[src/rtl/crossbar_noc_pkg.sv]
// Shared sizes and the slave-port state type for the 3x4 APB crossbar.
package crossbar_noc_pkg;
    localparam int NUM_MST  = 3;
    localparam int NUM_SLV  = 4;
    localparam int ADDR_W   = 62;
    localparam int DATA_W   = 32;
    localparam int SLV_ID_W = 2;
    localparam int OFFS_W   = 60;
    localparam int MST_ID_W = 2;

    typedef enum logic [1:0] {
        IDLE,
        SETUP,
        ACCESS
    } slv_state_e;
endpackage

[src/rtl/crossbar_noc_slv_port.sv]
// One completer port: arrival-order queue of master IDs, APB slave-side FSM
// and a one-hot completion strobe pointing at the master being served.
module crossbar_noc_slv_port
    import crossbar_noc_pkg::*;
(
    input  logic                           pclk,
    input  logic                           preset_n,
    input  logic [NUM_MST-1:0]             req,
    input  logic [NUM_MST-1:0]             mst_write,
    input  logic [NUM_MST-1:0][OFFS_W-1:0] mst_offs,
    input  logic [NUM_MST-1:0][DATA_W-1:0] mst_wdata,
    input  logic                           pready,
    output logic                           psel,
    output logic                           penable,
    output logic                           pwrite,
    output logic [OFFS_W-1:0]              paddr,
    output logic [DATA_W-1:0]              pwdata,
    output logic [NUM_MST-1:0]             cpl
);
    slv_state_e          state;
    logic [MST_ID_W-1:0] q  [NUM_MST];
    logic [MST_ID_W-1:0] nq [NUM_MST];
    logic [MST_ID_W-1:0] cnt;
    logic [MST_ID_W-1:0] ncnt;
    logic [MST_ID_W-1:0] cur;
    logic                pop;
    logic                start;

    assign pop   = (state == ACCESS) && pready;
    // Arrivals of this cycle are visible to the launch decision so an
    // uncontended request reaches SETUP on the very next edge.
    assign start = ((state == IDLE) || pop) && (ncnt != '0);

    // The head entry stays queued while it is being served; pop drops it,
    // then same-cycle arrivals are appended lowest master ID first.
    always_comb begin
        nq   = q;
        ncnt = cnt;
        if (pop) begin
            for (int k = 0; k < NUM_MST - 1; k++) nq[k] = q[k+1];
            nq[NUM_MST-1] = '0;
            ncnt = cnt - 2'd1;
        end
        for (int i = 0; i < NUM_MST; i++) begin
            if (req[i]) begin
                nq[ncnt] = MST_ID_W'(i);
                ncnt     = ncnt + 2'd1;
            end
        end
    end

    always_comb begin
        cpl = '0;
        if (pop) cpl[cur] = 1'b1;
    end

    always_ff @(posedge pclk) begin
        if (!preset_n) begin
            state   <= IDLE;
            cnt     <= '0;
            cur     <= '0;
            psel    <= 1'b0;
            penable <= 1'b0;
            pwrite  <= 1'b0;
            paddr   <= '0;
            pwdata  <= '0;
            for (int k = 0; k < NUM_MST; k++) q[k] <= '0;
        end else begin
            q   <= nq;
            cnt <= ncnt;
            if (start) begin
                state   <= SETUP;
                cur     <= nq[0];
                psel    <= 1'b1;
                penable <= 1'b0;
                pwrite  <= mst_write[nq[0]];
                paddr   <= mst_offs[nq[0]];
                pwdata  <= mst_wdata[nq[0]];
            end else begin
                case (state)
                    SETUP: begin
                        state   <= ACCESS;
                        penable <= 1'b1;
                    end
                    ACCESS: begin
                        if (pop) begin
                            state   <= IDLE;
                            psel    <= 1'b0;
                            penable <= 1'b0;
                        end
                    end
                    default: state <= IDLE;
                endcase
            end
        end
    end
endmodule

[src/rtl/crossbar_noc.sv]
// 3-requester x 4-completer APB crossbar: request decode by the top address
// bits, one arbitrated port per completer, registered responses per master.
module crossbar_noc
    import crossbar_noc_pkg::*;
(
    input  logic                        pclk,
    input  logic                        preset_n,
    input  logic [NUM_MST-1:0]          m_psel,
    input  logic [NUM_MST-1:0]          m_penable,
    input  logic [NUM_MST-1:0]          m_pwrite,
    input  logic [NUM_MST*ADDR_W-1:0]   m_paddr,
    input  logic [NUM_MST*DATA_W-1:0]   m_pwdata,
    output logic [NUM_MST*DATA_W-1:0]   m_prdata,
    output logic [NUM_MST-1:0]          m_pready,
    output logic [NUM_MST-1:0]          m_pslverr,
    output logic [NUM_SLV-1:0]          s_psel,
    output logic [NUM_SLV-1:0]          s_penable,
    output logic [NUM_SLV-1:0]          s_pwrite,
    output logic [NUM_SLV*OFFS_W-1:0]   s_paddr,
    output logic [NUM_SLV*DATA_W-1:0]   s_pwdata,
    input  logic [NUM_SLV*DATA_W-1:0]   s_prdata,
    input  logic [NUM_SLV-1:0]          s_pready,
    input  logic [NUM_SLV-1:0]          s_pslverr
);
    logic [NUM_MST-1:0]               pending;
    logic [NUM_MST-1:0]               req;
    logic [NUM_MST-1:0][SLV_ID_W-1:0] tgt;
    logic [NUM_MST-1:0][OFFS_W-1:0]   offs;
    logic [NUM_MST-1:0][DATA_W-1:0]   wdata;
    logic [NUM_SLV-1:0][NUM_MST-1:0]  slv_req;
    logic [NUM_SLV-1:0][NUM_MST-1:0]  slv_cpl;
    logic [NUM_MST-1:0]               cpl;
    logic [NUM_MST-1:0]               cpl_err;
    logic [NUM_MST-1:0]               cpl_wr;
    logic [NUM_MST-1:0][DATA_W-1:0]   cpl_rdata;

    // A request is the setup phase of a master with nothing outstanding,
    // so a master lingering in setup is never queued twice.
    always_comb begin
        req     = '0;
        tgt     = '0;
        offs    = '0;
        wdata   = '0;
        slv_req = '0;
        for (int i = 0; i < NUM_MST; i++) begin
            offs[i]  = m_paddr[i*ADDR_W +: OFFS_W];
            tgt[i]   = m_paddr[i*ADDR_W + OFFS_W +: SLV_ID_W];
            wdata[i] = m_pwdata[i*DATA_W +: DATA_W];
            req[i]   = m_psel[i] && !m_penable[i] && !pending[i];
            if (req[i]) slv_req[tgt[i]][i] = 1'b1;
        end
    end

    for (genvar s = 0; s < NUM_SLV; s++) begin : g_slv
        crossbar_noc_slv_port u_port (
            .pclk      (pclk),
            .preset_n  (preset_n),
            .req       (slv_req[s]),
            .mst_write (m_pwrite),
            .mst_offs  (offs),
            .mst_wdata (wdata),
            .pready    (s_pready[s]),
            .psel      (s_psel[s]),
            .penable   (s_penable[s]),
            .pwrite    (s_pwrite[s]),
            .paddr     (s_paddr[s*OFFS_W +: OFFS_W]),
            .pwdata    (s_pwdata[s*DATA_W +: DATA_W]),
            .cpl       (slv_cpl[s])
        );
    end

    always_comb begin
        cpl       = '0;
        cpl_err   = '0;
        cpl_wr    = '0;
        cpl_rdata = '0;
        for (int s = 0; s < NUM_SLV; s++) begin
            for (int i = 0; i < NUM_MST; i++) begin
                if (slv_cpl[s][i]) begin
                    cpl[i]       = 1'b1;
                    cpl_err[i]   = s_pslverr[s];
                    cpl_wr[i]    = s_pwrite[s];
                    cpl_rdata[i] = s_prdata[s*DATA_W +: DATA_W];
                end
            end
        end
    end

    always_ff @(posedge pclk) begin
        if (!preset_n) begin
            pending   <= '0;
            m_pready  <= '0;
            m_pslverr <= '0;
            m_prdata  <= '0;
        end else begin
            pending  <= (pending | req) & ~cpl;
            m_pready <= cpl;
            for (int i = 0; i < NUM_MST; i++) begin
                if (cpl[i]) begin
                    m_pslverr[i] <= cpl_err[i];
                    if (!cpl_wr[i]) m_prdata[i*DATA_W +: DATA_W] <= cpl_rdata[i];
                end
            end
        end
    end
endmodule

[config.mk]
export PLATFORM = sky130hd
export DESIGN_NAME = crossbar_noc
export DESIGN_NICKNAME = d
export VERILOG_FILES = /design/src/rtl/crossbar_noc_pkg.sv /design/src/rtl/crossbar_noc_slv_port.sv /design/src/rtl/crossbar_noc.sv
export SDC_FILE = /design/constraint.sdc
export NUM_CORES = 2
export LEC_CHECK = 0
export CAP_MARGIN = 20
export CORE_AREA = 2 2 359 361
export CTS_CLUSTER_SIZE = 24
export DETAILED_ROUTE_END_ITERATION = 10
export DIE_AREA = 0 0 361 363
export PLACE_DENSITY = 0.5
export SLEW_MARGIN = 20
export SYNTH_ARGS = -nofsm -noshare
export SYNTH_HDL_FRONTEND = slang
export SYNTH_SLANG_ARGS = --single-unit
export TNS_END_PERCENT = 5
[constraint.sdc]
create_clock -name pclk -period 3.9 [get_ports pclk]
set_input_delay 0.39 -clock pclk [delete_from_list [all_inputs] [get_ports pclk]]
set_output_delay 0.39 -clock pclk [all_outputs]
set_load 0.05 [all_outputs]
==> impl_metrics.py <==
metrics = {
    "run_status": {
        "outcome": "completed",
    },
    "placement": {
        "detailed_place_hpwl_um": 126000,
        "routabilityCongestion": 0.868,
        "placedInstanceArea_mm2": 0.0432,
        "portBuffers": 910,
        "placement.setup.worst_slack_ns": -0.451,
    },
    "global_routing": {
        "gr-usage-met1_pct": 30.9,
        "antenna_found_initial": 43,
        "via_count_of_the_first_global_routing_pass": 33046,
        "grt.overflow.total": 0,
        "grt_first_pass_wirelength_um": 248000,
        "grt_use_total_pct": 25.4,
        "busiest_layer": "met2",
        "gr-usage-met2_pct": 42.8,
        "maximum_number_of_pins_on_one_net_before_global_route_repair": 71,
        "met3_track_demand_over_resource_pct": 5.99,
    },
    "drt": {
        "detail_route.first_pass.iterations": 6,
        "vias_per_instance": 5.49,
        "route.vias.total": 34035,
        "detail_route.wirelength_um": 175000,
        "detail_route.drc_violations": 0,
        "wl_per_cell_um": 28.1,
        "detail-route-antenna-nets": 0,
        "drtIter0Drc": 2832,
    },
    "synthesis": {
        "synth-edff-count": 0,
        "synth.yosys.warnings": 0,
        "synth_fp_nets": 4100,
        "synthFlopType": "sky130_fd_sc_hd__dfxtp_1",
        "synth_area_leaders": "sky130_fd_sc_hd__dfxtp_1 (35%), sky130_fd_sc_hd__a32o_1 (13%), sky130_fd_sc_hd__a22o_1 (11%), sky130_fd_sc_hd__or2_2 (5.7%), sky130_fd_sc_hd__nor2_1 (4.7%)",
        "ys_seq_elements": 533,
        "synthArstFlopShare_pct": 0,
        "post_synth_num_cell_types": 68,
        "synth.largest_area_cell": "sky130_fd_sc_hd__dfxtp_1",
        "synth_seq_area_share_pct": 34.7,
        "synthCells": 3635,
        "synth_top_cell_area_share_pct": 34.7,
        "synth_area_per_cell_um2": 8.47,
        "synth.cell_area_mm2": 0.0308,
    },
    "die": {
        "num_io_pins": 911,
        "num_rows": 131,
        "core_region_area_mm2": 0.127,
        "initial_core_util_pct": 24.2,
        "die_y_um": 363,
        "die_width_um": 361,
        "overall_die_area_mm2": 0.131,
    },
    "sta": {
        "max_slew.worst_pin.slew_ns": 1.03,
        "min_period_ns": 3.68,
        "min_period_over_period_pct": 94.5,
        "hold_violations": 0,
        "fin_clk_skew_ns": 0.0388,
        "setup_ws_ns": 0.216,
        "timing.final.max_slew_violations": 0,
        "fmax_mhz": 271,
        "max-slew-margin-rel_pct": 30.7,
        "final-setup-viol-count": 0,
        "setup_repair_after_global_routing_missed_its_margin": "no",
        "setup_total_negative_slack_ns": 0,
    },
    "setup_path": {
        "timing.critical_path.slowest_cell_delay_ns": 0.39,
        "timing.critical_path.max_delay_family": "compound AO/OA/AOI/OAI gates",
        "timing.critical_path.mode_cell": "sky130_fd_sc_hd__ha_1",
        "start_kind": "flop",
        "crit_required_ns": 4.43,
        "critical_path.n_buffers_inverters": 2,
        "crit_path_top_delay_cell": "sky130_fd_sc_hd__dfxtp_1",
        "worstSetupEndpointType": "flop",
        "crit_path_cell_trace": "nor4bb_2 -> xor2_1 -> inv_1 -> ha_1 -> o21a_1 -> ha_1 -> nor3_1 -> nor2_1 -> ha_1 -> nand3_1 -> nor2_4 -> a21o_4 -> buf_12 -> a32o_1 -> a22o_1",
        "start_to_end_type_of_the_worst_setup_path": "flop to flop",
        "critical_path.max_fanout": 58,
        "critical_path_arrival_ns": 4.21,
    },
    "layout": {
        "layout-area-overhead-vs-synth_pct": 48.9,
        "layout-drive-gt1-share_pct": 16.2,
        "final_cell_mix": "sky130_fd_sc_hd__clkdlybuf4s50_1 (910), sky130_fd_sc_hd__dfxtp_1 (533), sky130_fd_sc_hd__a32o_1 (404), sky130_fd_sc_hd__a22o_1 (380), sky130_fd_sc_hd__nor2_1 (378)",
        "fin_util_pct": 36.1,
        "final_common_cell": "sky130_fd_sc_hd__clkdlybuf4s50_1",
        "fin_area_mm2": 0.0458,
        "nNetsFinal": 4928,
    },
    "power": {
        "vdd_drop_max_mv": 0.321,
        "total_power_uw": 27400,
        "cellPowerDensity_mw_per_mm2": 598,
        "total_leakage_power_uw": 0.0165,
    },
    "clock_tree": {
        "tritoncts": "yes",
        "cts.root.buffer_cell": "sky130_fd_sc_hd__clkbuf_16",
        "cts-hold-fix-buffers": 0,
        "tritoncts.num_buffers": 74,
        "cts_htree_levels": 3,
        "cts.sink_count": 533,
        "cts.reportedPaths.clkPinSlew_ns": 0.06,
        "postCtsResizedCells": 0,
        "ctsLongestPathBuffers": 3,
        "postCtsSetupRepairBufs": 0,
        "clock_insertion_delay_worst_skew_ns": 0.67,
    },
    "hold_path": {
        "hp-class": "primary input to flop",
    },
    "run": {
        "timing.max_cap.violations": 0,
    },
}
==> cells in the mapped netlist, types with 4 or more instances <==
| cell type | number |
|---|---|
| sky130_fd_sc_hd__xnor3_1 | 4 |
| sky130_fd_sc_hd__inv_1 | 68 |
| sky130_fd_sc_hd__or2_2 | 280 |
| sky130_fd_sc_hd__clkbuf_1 | 301 |
| sky130_fd_sc_hd__xor2_1 | 4 |
| sky130_fd_sc_hd__a22o_1 | 380 |
| sky130_fd_sc_hd__a221oi_1 | 67 |
| sky130_fd_sc_hd__a21o_1 | 37 |
| sky130_fd_sc_hd__nor4bb_1 | 7 |
| sky130_fd_sc_hd__or3_1 | 93 |
| sky130_fd_sc_hd__nor3_1 | 48 |
| sky130_fd_sc_hd__a221o_1 | 4 |
| sky130_fd_sc_hd__a32o_1 | 404 |
| sky130_fd_sc_hd__xnor2_1 | 10 |
| sky130_fd_sc_hd__and3_1 | 12 |
| sky130_fd_sc_hd__and2_1 | 10 |
| sky130_fd_sc_hd__nor4_1 | 4 |
| sky130_fd_sc_hd__buf_1 | 24 |
| sky130_fd_sc_hd__o21ai_0 | 40 |
| sky130_fd_sc_hd__buf_2 | 42 |
| sky130_fd_sc_hd__dfxtp_1 | 533 |
| sky130_fd_sc_hd__nand3_1 | 8 |
| sky130_fd_sc_hd__nor2b_1 | 21 |
| sky130_fd_sc_hd__nand3b_1 | 5 |
| sky130_fd_sc_hd__buf_6 | 5 |
| sky130_fd_sc_hd__o32ai_1 | 33 |
| sky130_fd_sc_hd__o21a_1 | 8 |
| sky130_fd_sc_hd__mux2_2 | 34 |
| sky130_fd_sc_hd__nor3_2 | 4 |
| sky130_fd_sc_hd__nand2_1 | 323 |
| sky130_fd_sc_hd__nor2_1 | 384 |
| sky130_fd_sc_hd__nor3b_1 | 12 |
| sky130_fd_sc_hd__a31o_2 | 4 |
| sky130_fd_sc_hd__buf_4 | 25 |
| sky130_fd_sc_hd__a211oi_1 | 36 |
| sky130_fd_sc_hd__a21oi_1 | 135 |
| sky130_fd_sc_hd__nand2b_1 | 97 |
| sky130_fd_sc_hd__ha_1 | 36 |
| sky130_fd_sc_hd__mux2i_1 | 50 |
==> worst paths after layout <==
kind	start	endpoint	slack, ns	cells after the start
worst max register to register	g_slv[3].u_port.state[1]	g_slv[3].u_port.paddr[51]	0.22	15
worst max-delay path	g_slv[3].u_port.state[1]	g_slv[3].u_port.paddr[51]	0.22	15
worst min register to register	m_prdata[32]	m_prdata[32]	0.46	2
worst min-delay path	m_psel[1]	pending[1]	0.40	3
==> per-layer routing <==
metal,vias to the layer above,part of all wire [%]
li1,15227,-
met4,30,4.2
met3,328,7.5
met1,16919,41
met2,1531,47
met5,-,0.13
==> power by group <==
| group | leakage, µW | internal, µW | switching, µW |
|---|---|---|---|
| clock network | 0.00124 | 4280 | 2940 |
| logic | 0.0109 | 4650 | 8020 |
| registers | 0.00435 | 6620 | 900 |
| total | 0.0165 | 15500 | 11900 |
==> worst register-to-register path: cells and delay by family (launching register included) <==
kind	cells	cell delay, ns
compound gates	4	1.04
flops	1	0.39
fa+ha+maj	3	0.81
buf+inv	2	0.24
xor+xnor	1	0.22
simple gates	5	0.87
==> cell type report <==
type / count / area (µm²)
multi-input cells: 2635 / 18400
diodes: 22 / 55.1
clock buffers: 102 / 2150
inverters: 70 / 263
well taps: 1662 / 2080
fillers: 12909 / 81200
clock inverters: 29 / 403
repair buffers: 1149 / 11800
flip-flops and latches: 533 / 10700
==> cell families (layout without fill, tap and decap cells) <==
group / count (synthesis) / count (layout) / share of synthesized area (%)
AOI/OAI and AO/OA: 1166 / 1166 / 32.4
xor gates and xnor gates: 19 / 19 / 0.744
adders and majority gates: 36 / 36 / 1.46
buffers and inverters: 467 / 1350 / 6.29
DFF: 533 / 533 / 34.7
muxes: 84 / 84 / 2.87
other: 0 / 22 / 0
and+or+nand+nor: 1330 / 1330 / 21.6
==> metrics by stage <==
step,std cells,hold WS (ns)
global route,6195,0.414
finish,6202,0.400
floorplan,3635,0.431
detailed placement,6049,0.444
global placement,6049,0.443
CTS,6180,0.338
==> sequential cells by signal (all words and copies together), names as in the netlist <==
signal and flops:
pending 3, g_slv.u_port.state 8, g_slv.u_port.paddr 240, m_pslverr 3
m_prdata 96, g_slv.u_port.cnt 8, g_slv.u_port.q 24, m_pready 3
g_slv.u_port.cur 8, g_slv.u_port.pwdata 128, g_slv.u_port.penable 4, g_slv.u_port.pwrite 4
g_slv.u_port.psel 4
Power figures use the tool's default switching activity.
